==> src/rtl/drop_timer.sv <==
// Gravity timer: counts divider ticks against a level-dependent period and
// raises a held drop request for the game FSM. Drops that fall due while a
// request is still pending are tallied in a saturating missed counter.
module drop_timer #(
    parameter int unsigned BASE_PERIOD = 16,
    parameter int unsigned SOFT_PERIOD = 1
) (
    input  logic       clk,
    input  logic       rst,
    input  logic       tick_n,
    input  logic       enable,
    input  logic       pause,
    input  logic       soft_drop,
    input  logic [3:0] level,
    input  logic       cnt_clr,
    input  logic       drop_ack,
    output logic       drop_req,
    output logic [3:0] missed,
    output logic [4:0] tick_cnt
);

    typedef enum logic [1:0] {
        StOff,
        StRun,
        StPend
    } state_e;

    localparam logic [4:0] BasePer = 5'(BASE_PERIOD);
    localparam logic [4:0] SoftPer = 5'(SOFT_PERIOD);

    state_e     state;
    logic [4:0] period;
    logic [5:0] cnt_inc;
    logic       tick_valid;
    logic       drop_event;

    // Period select: soft drop wins, high levels clamp to one tick per drop.
    always_comb begin
        period = BasePer - {1'b0, level};
        if (soft_drop) begin
            period = SoftPer;
        end else if ({1'b0, level} >= (BasePer - 5'd1)) begin
            period = 5'd1;
        end
    end

    // Tick qualification and period-complete detection. The compare is done
    // at 6 bits and uses >= so a period that shrinks mid-count fires at once.
    always_comb begin
        cnt_inc    = {1'b0, tick_cnt} + 6'd1;
        tick_valid = !tick_n && enable && !pause && !cnt_clr && (state != StOff);
        drop_event = tick_valid && (cnt_inc >= {1'b0, period});
    end

    // Main FSM with registered drop_req, missed and tick_cnt.
    always_ff @(posedge clk or posedge rst) begin
        if (rst) begin
            state    <= StOff;
            drop_req <= 1'b0;
            missed   <= 4'd0;
            tick_cnt <= 5'd0;
        end else if (!enable) begin
            state    <= StOff;
            drop_req <= 1'b0;
            missed   <= 4'd0;
            tick_cnt <= 5'd0;
        end else begin
            // Tick counter; cnt_clr swallows any same-cycle tick.
            if (cnt_clr) begin
                tick_cnt <= 5'd0;
            end else if (tick_valid) begin
                tick_cnt <= drop_event ? 5'd0 : cnt_inc[4:0];
            end

            unique case (state)
                StOff: begin
                    state    <= StRun;
                    drop_req <= 1'b0;
                end
                StRun: begin
                    if (drop_event) begin
                        state    <= StPend;
                        drop_req <= 1'b1;
                    end
                end
                StPend: begin
                    if (drop_event) begin
                        // A coincident ack retires the old request while the
                        // new event re-arms it, so nothing is lost.
                        if (!drop_ack && (missed != 4'd15)) begin
                            missed <= missed + 4'd1;
                        end
                    end else if (drop_ack) begin
                        state    <= StRun;
                        drop_req <= 1'b0;
                    end
                end
                default: begin
                    state    <= StOff;
                    drop_req <= 1'b0;
                end
            endcase
        end
    end

endmodule

==> config.mk <==
export PLATFORM = sky130hd
export DESIGN_NAME = drop_timer
export DESIGN_NICKNAME = d
export VERILOG_FILES = /design/src/rtl/drop_timer.sv
export SDC_FILE = /design/constraint.sdc
export NUM_CORES = 1
export LEC_CHECK = 0
export CAP_MARGIN = 40
export CORE_MARGIN = 1.5
export CORE_UTILIZATION = 43
export DETAILED_ROUTE_END_ITERATION = 12
export PLACE_DENSITY = 0.8
export SETUP_SLACK_MARGIN = 0.1
export SYNTH_ARGS = -nofsm -noshare
export SYNTH_HDL_FRONTEND = slang
export SYNTH_SLANG_ARGS = --single-unit
==> constraint.sdc <==
create_clock -name clk -period 2.35 [get_ports clk]
set_clock_uncertainty 0.1 [all_clocks]
set_input_delay 0.235 -clock clk [delete_from_list [all_inputs] [get_ports clk]]
set_output_delay 0.235 -clock clk [all_outputs]
set_load 0.05 [all_outputs]
Word-level counts from Yosys, hierarchy flattened --
Cells that the tools add are included.
Storage, ports and cells: flip-flop bits (word level) 12
Operators by class: $add $sub $neg 3, $lt $le $gt $ge 2, equality and inequality tests 10, multiplexer cells 20, reduce and logical (&&, ||, !) cells 14
Operators by type and width (number):
- 5-bit 2-to-1 mux | 6
- 4-bit 2-to-1 mux | 4
- 3-bit inequality test, second input constant | 3
- 2-bit 2-to-1 mux | 4
- 5-bit by 1-bit adder with 6-bit output, second input constant | 1
- 6-bit by 5-bit >= comparator with 1-bit output | 1
- 1-bit logical AND | 6
- 2-bit by 1-bit inequality test with 1-bit output, second input constant | 3
- 2-bit one-hot mux with 3 select lines | 1
- 3-bit AND reduction | 2
- 5-bit by 4-bit subtractor with 5-bit output, first input constant | 1
- 4-bit by 1-bit adder with 4-bit output, second input constant | 1
- 4-bit >= comparator, second input constant | 1
- 1-bit zero test | 4
- 1-bit 2-to-1 mux | 4
- 4-bit inequality test, second input constant | 1
- 3-bit by 1-bit inequality test with 1-bit output, second input constant | 1
- 2-bit by 1-bit equality test with 1-bit output, second input constant | 1
- 2-bit equality test, second input constant | 1
- 2-bit zero test | 1
- 1-bit one-hot mux with 2 select lines | 1
- 2-bit nonzero test | 1

Longest topological paths before layout --
Gate-level depths: netlist of run 1.
depth in word-level cells 10, depth in mapped cells 12, gate-level depth less buffers 12

Worst setup path before layout of run 1 --
Ideal clock, no wire load.
kind register to register, start point register tick_cnt[0], end point register missed[3], library setup time 77 ps, arrival 2530 ps, required time 2173 ps, path slack -357 ps, stages on the path, launching flop included 10, period minus slack after synthesis 2707 ps, path through dfrtp_1 -> ha_1 -> nor2b_1 -> or2_2 -> ha_1 -> nand3_1 -> nor2_1 -> o21ai_4 -> or4_1 -> a21oi_1
On the way: longest elaborated chain between the ends 5
Ends and longest elaborated chain:
- start: declaration | RTL line 19 | output logic [4:0] tick_cnt
- start signal: assignment | RTL line 72 | tick_cnt <= drop_event ? 5'd0 : cnt_inc[4:0];
- 5-bit by 1-bit adder with 6-bit output | RTL line 50 | cnt_inc = {1'b0, tick_cnt} + 6'd1;
- 6-bit by 5-bit >= comparator with 1-bit output | RTL line 52 | drop_event = tick_valid && (cnt_inc >= {1'b0, period});
- 1-bit logical AND | RTL line 52
- 2-bit by 1-bit inequality test with 1-bit output (no source line)
- 3-bit AND reduction (no source line)
- end signal: assignment | RTL line 91 | missed <= missed + 4'd1;
- end: declaration | RTL line 18 | output logic [3:0] missed,
Every way passes these cells. A chain may end at the register's enable or synchronous reset.

Worst setup path after layout of run 1 --
start point register tick_cnt[1], end point register state[1]
On the way: longest elaborated chain between the ends 5
Ends and longest elaborated chain:
- 5-bit by 1-bit adder with 6-bit output * | RTL line 50
- 6-bit by 5-bit >= comparator with 1-bit output * | RTL line 52
- 1-bit logical AND * | RTL line 52
- 3-bit inequality test (no source line)
- 3-bit AND reduction (no source line) *
- end signal: assignment | RTL line 58 | state <= StOff;
- end signal: assignment | RTL line 63 | state <= StOff;
- end signal: assignment | RTL line 77 | state <= StRun;
- end: declaration | RTL line 31 | state_e state;
Every way passes the cells marked *; elsewhere a longest branch is shown, timed or not.

==> summary.md, run 1 <==
| Metric | Value |
|---|---|
| Drt drc | `0` |
| RSZ-0062 raised after global routing | `yes` |
| Multi-input gate area | `678 sq um` |
| Tmin final | `2.33 ns` |
| Tightest Pin Transition | `0.505 ns` |
| PortBufs | `21` |
| Final TNS setup | `0 ns` |
| Worst setup EP type | `register` |
| Via count | `814` |
| Top cells by area, synth | `dfrtp_1 35%, ha_1 13%, a21oi_1 4.1%` |
| Slowest CP cell | `dfrtp_2` |
| Deepest clock path buffer count | `2` |
| Worst r2r path cells | `11` |
| Fill cells | `153` |
| FMAX | `428 MHz` |
| H-tree depth | `1` |
| Critical Path AT | `2.40 ns` |
| R2r startpoint | `tick_cnt[1]` |
| GRT overflow | `0` |
| Die height | `47.8 um` |
| Synth warn | `0` |
| CTS sink cnt | `12` |
| Initial DRC count | `10` |
| Synthesized area | `863 sq um` |
| Cell Chain, Critical Path | `ha_4 > nor2b_4 > or2_4 > ha_4 > a21o_1 > a21oi_2 > o21ai_2 > o21ai_4 > buf_6 > nor2_1 > a31o_2` |
| Cell family with most CP delay | `compound AO/OA/AOI/OAI gates` |
| Synth Register Bits | `12` |
| Starting density of the core | `44.9%` |
| Largest net degree at the start of global routing | `13` |
| Vias in the first global route | `776` |
| PnR worst setup slack | `0.0152 ns` |
| Initial antenna violation count | `0` |
| Register area share after synthesis | `34.8%` |
| Ys async rst share | `100%` |
| Final Hold Viols | `0` |
| Worst flop-to-flop path endpoint | `state[1]` |
| Worst-skew pair later-pin latency | `0.27 ns` |
| Root Driver | `clkbuf_4` |
| Hpwl dp | `1580 um` |
| First-pass GRT wire length | `3430 um` |
| Average cell area after synthesis | `9.18 sq um` |
| Die footprint | `0.00229 sq mm` |
| Pre-antenna DRT Iters | `4` |
| Largest area contributor in the netlist | `dfrtp_1` |
| Slew Limit Fails | `0` |
| Total GRT Usage | `22.2%` |
| Area share of the largest cell type after synthesis | `34.8%` |
| Worst Path Required | `2.42 ns` |
| # IOs | `22` |
| R2R setup slack | `0.02 ns` |
| Max Cap Viol | `0` |
| Most used DFF post-synth | `dfrtp_1` |
| Reg area | `304 sq um` |
| Setup violators final | `0` |
| Non-filler instance count after layout | `158` |
| Placement Setup Slack | `-0.522 ns` |
| Min-delay worst type | `input pin to async pin` |
| CTS tree | `done` |
| Diode count | `0` |
| Area delta synth->final | `60.9%` |
| Post-CTS Hold Buffers | `0` |
| Post-synth EDFFs | `0` |
| Worst hold slack | `0.169 ns` |
| Drt via density | `5.15` |
| Total power | `0.000467 W` |
| VDD IR max | `0.000220 V` |
| Critical Path Fanout Max | `5` |
| Syn nets | `115` |
| Routed wire per std cell | `13.8 um` |
| Cells after DPL | `152` |
| Clk slew on worst S/H paths | `0.09 ns` |
| Worst path bufs/invs | `1` |
| GP Congestion | `0.778` |
| Overall routed net length | `2190 um` |
| Most frequent cell after synthesis | `dfrtp_1` |
| Max incr delay on CP | `0.45 ns` |
| Status | `finished clean` |
| Area of the core | `0.00192 sq mm` |
| Die X | `47.8 um` |
| Final period util | `99.4%` |
| CP Launch Type | `register` |
| Netlist cell types | `30` |
| CP most frequent cell | `ha_4` |
| LEAKAGE | `0.590 nW` |
| PD cells | `336 mW/mm^2` |
| Most frequent cells after synthesis | `12 x dfrtp_1, 9 x ha_1, 7 x a21oi_1, 7 x inv_1, 7 x nand2_1` |
| CTS buffer count | `3` |
| Share of cells above drive strength 1 | `37.4%` |
| Synthesized instance count | `94` |
| Nets | `153` |
| Row count | `16` |
| Kind of critical path | `register to register` |
| Slew HR | `66.2%` |
| Remaining antenna violation count | `0` |
sequential cells by signal, summed over array words and instances (netlist names):
register / cells
drop_req: 1
state: 2
missed: 4
tick_cnt: 5
area by class of cell:
class	instances	share of cell area, %
repair buffers	33	22.3
flip-flops and latches	12	21.9
clock buffers	4	2.61
multi-input cells	75	48.8
inverters	7	1.89
well taps	27	2.43
layer usage:
| layer | part of all wire (%) | track usage [%] |
|---|---|---|
| met4 | 1.6 | 10.8 |
| met3 | 3.2 | 4.15 |
| met5 | 0 | 0 |
| met2 | 53 | 40.0 |
| met1 | 42 | 24.7 |
cell usage in the layout (no fill, tap or decap), drive strengths merged, types with 3 or more instances in the layout:
| master | instances |
|---|---|
| a21oi | 7 |
| buf | 12 |
| clkbuf | 4 |
| clkdlybuf4s50 | 17 |
| dfrtp | 12 |
| dlygate4sd2 | 4 |
| ha | 9 |
| inv | 7 |
| nand2 | 7 |
| nand2b | 5 |
| nand3 | 6 |
| nor2 | 6 |
| nor2b | 3 |
| nor3 | 4 |
| o21ai | 4 |
| xnor2 | 3 |
power breakdown:
part / total [W] / internal (W) / switching, W / leakage, nW
sequential: 0.000210 / 0.000208 / 0.00000187 / 0.160
combinational: 0.0000864 / 0.0000445 / 0.0000419 / 0.408
clock: 0.000171 / 0.0000942 / 0.0000767 / 0.0210
per-stage QoR:
step	cell area (sq um)	util, %
2_1_floorplan	941	-
3_3_place_gp	1260	65.6
3_5_place_dp	1260	65.6
4_1_cts	1340	69.9
5_1_grt	1390	72.3
6_report	1390	72.3
worst max-delay path by stage:
stage / startpoint / to / slack [ns] / cells past startpoint
floorplan: tick_cnt[0] / missed[2] / -0.005 / 9
global placement: level[0] / missed[3] / -0.45 / 10
detailed placement: level[0] / missed[2] / -0.52 / 10
CTS: tick_cnt[0] / state[1] / -0.01 / 11
global route: tick_cnt[1] / missed[0] / -0.08 / 10
finish: tick_cnt[1] / state[1] / 0.02 / 11
what timing repair did:
item                       4_1_cts  5_1_grt
pin swaps                       15       13
gates resized for setup         15        8
setup buffers                    1        1
setup endpoints to repair       12       12
logic make-up (layout without fill, tap and decap cells):
logic type,after synthesis,count (layout),share of synthesized area (%)
mux,3,3,3.62
buf+inv,7,44,3.04
flops,12,12,34.8
simple gates,37,37,23.3
xor+xnor,3,3,3.04
fa+ha+maj,9,9,13.0
compound gates,23,23,19.1
Power figures use the tool's default switching activity.
==> inputs of run 2 (changes only) <==
HOLD_SLACK_MARGIN = 0.08   (was not set)
==> results of run 2 <==
Final layout, timing and power as in run 1 (identical DEF).
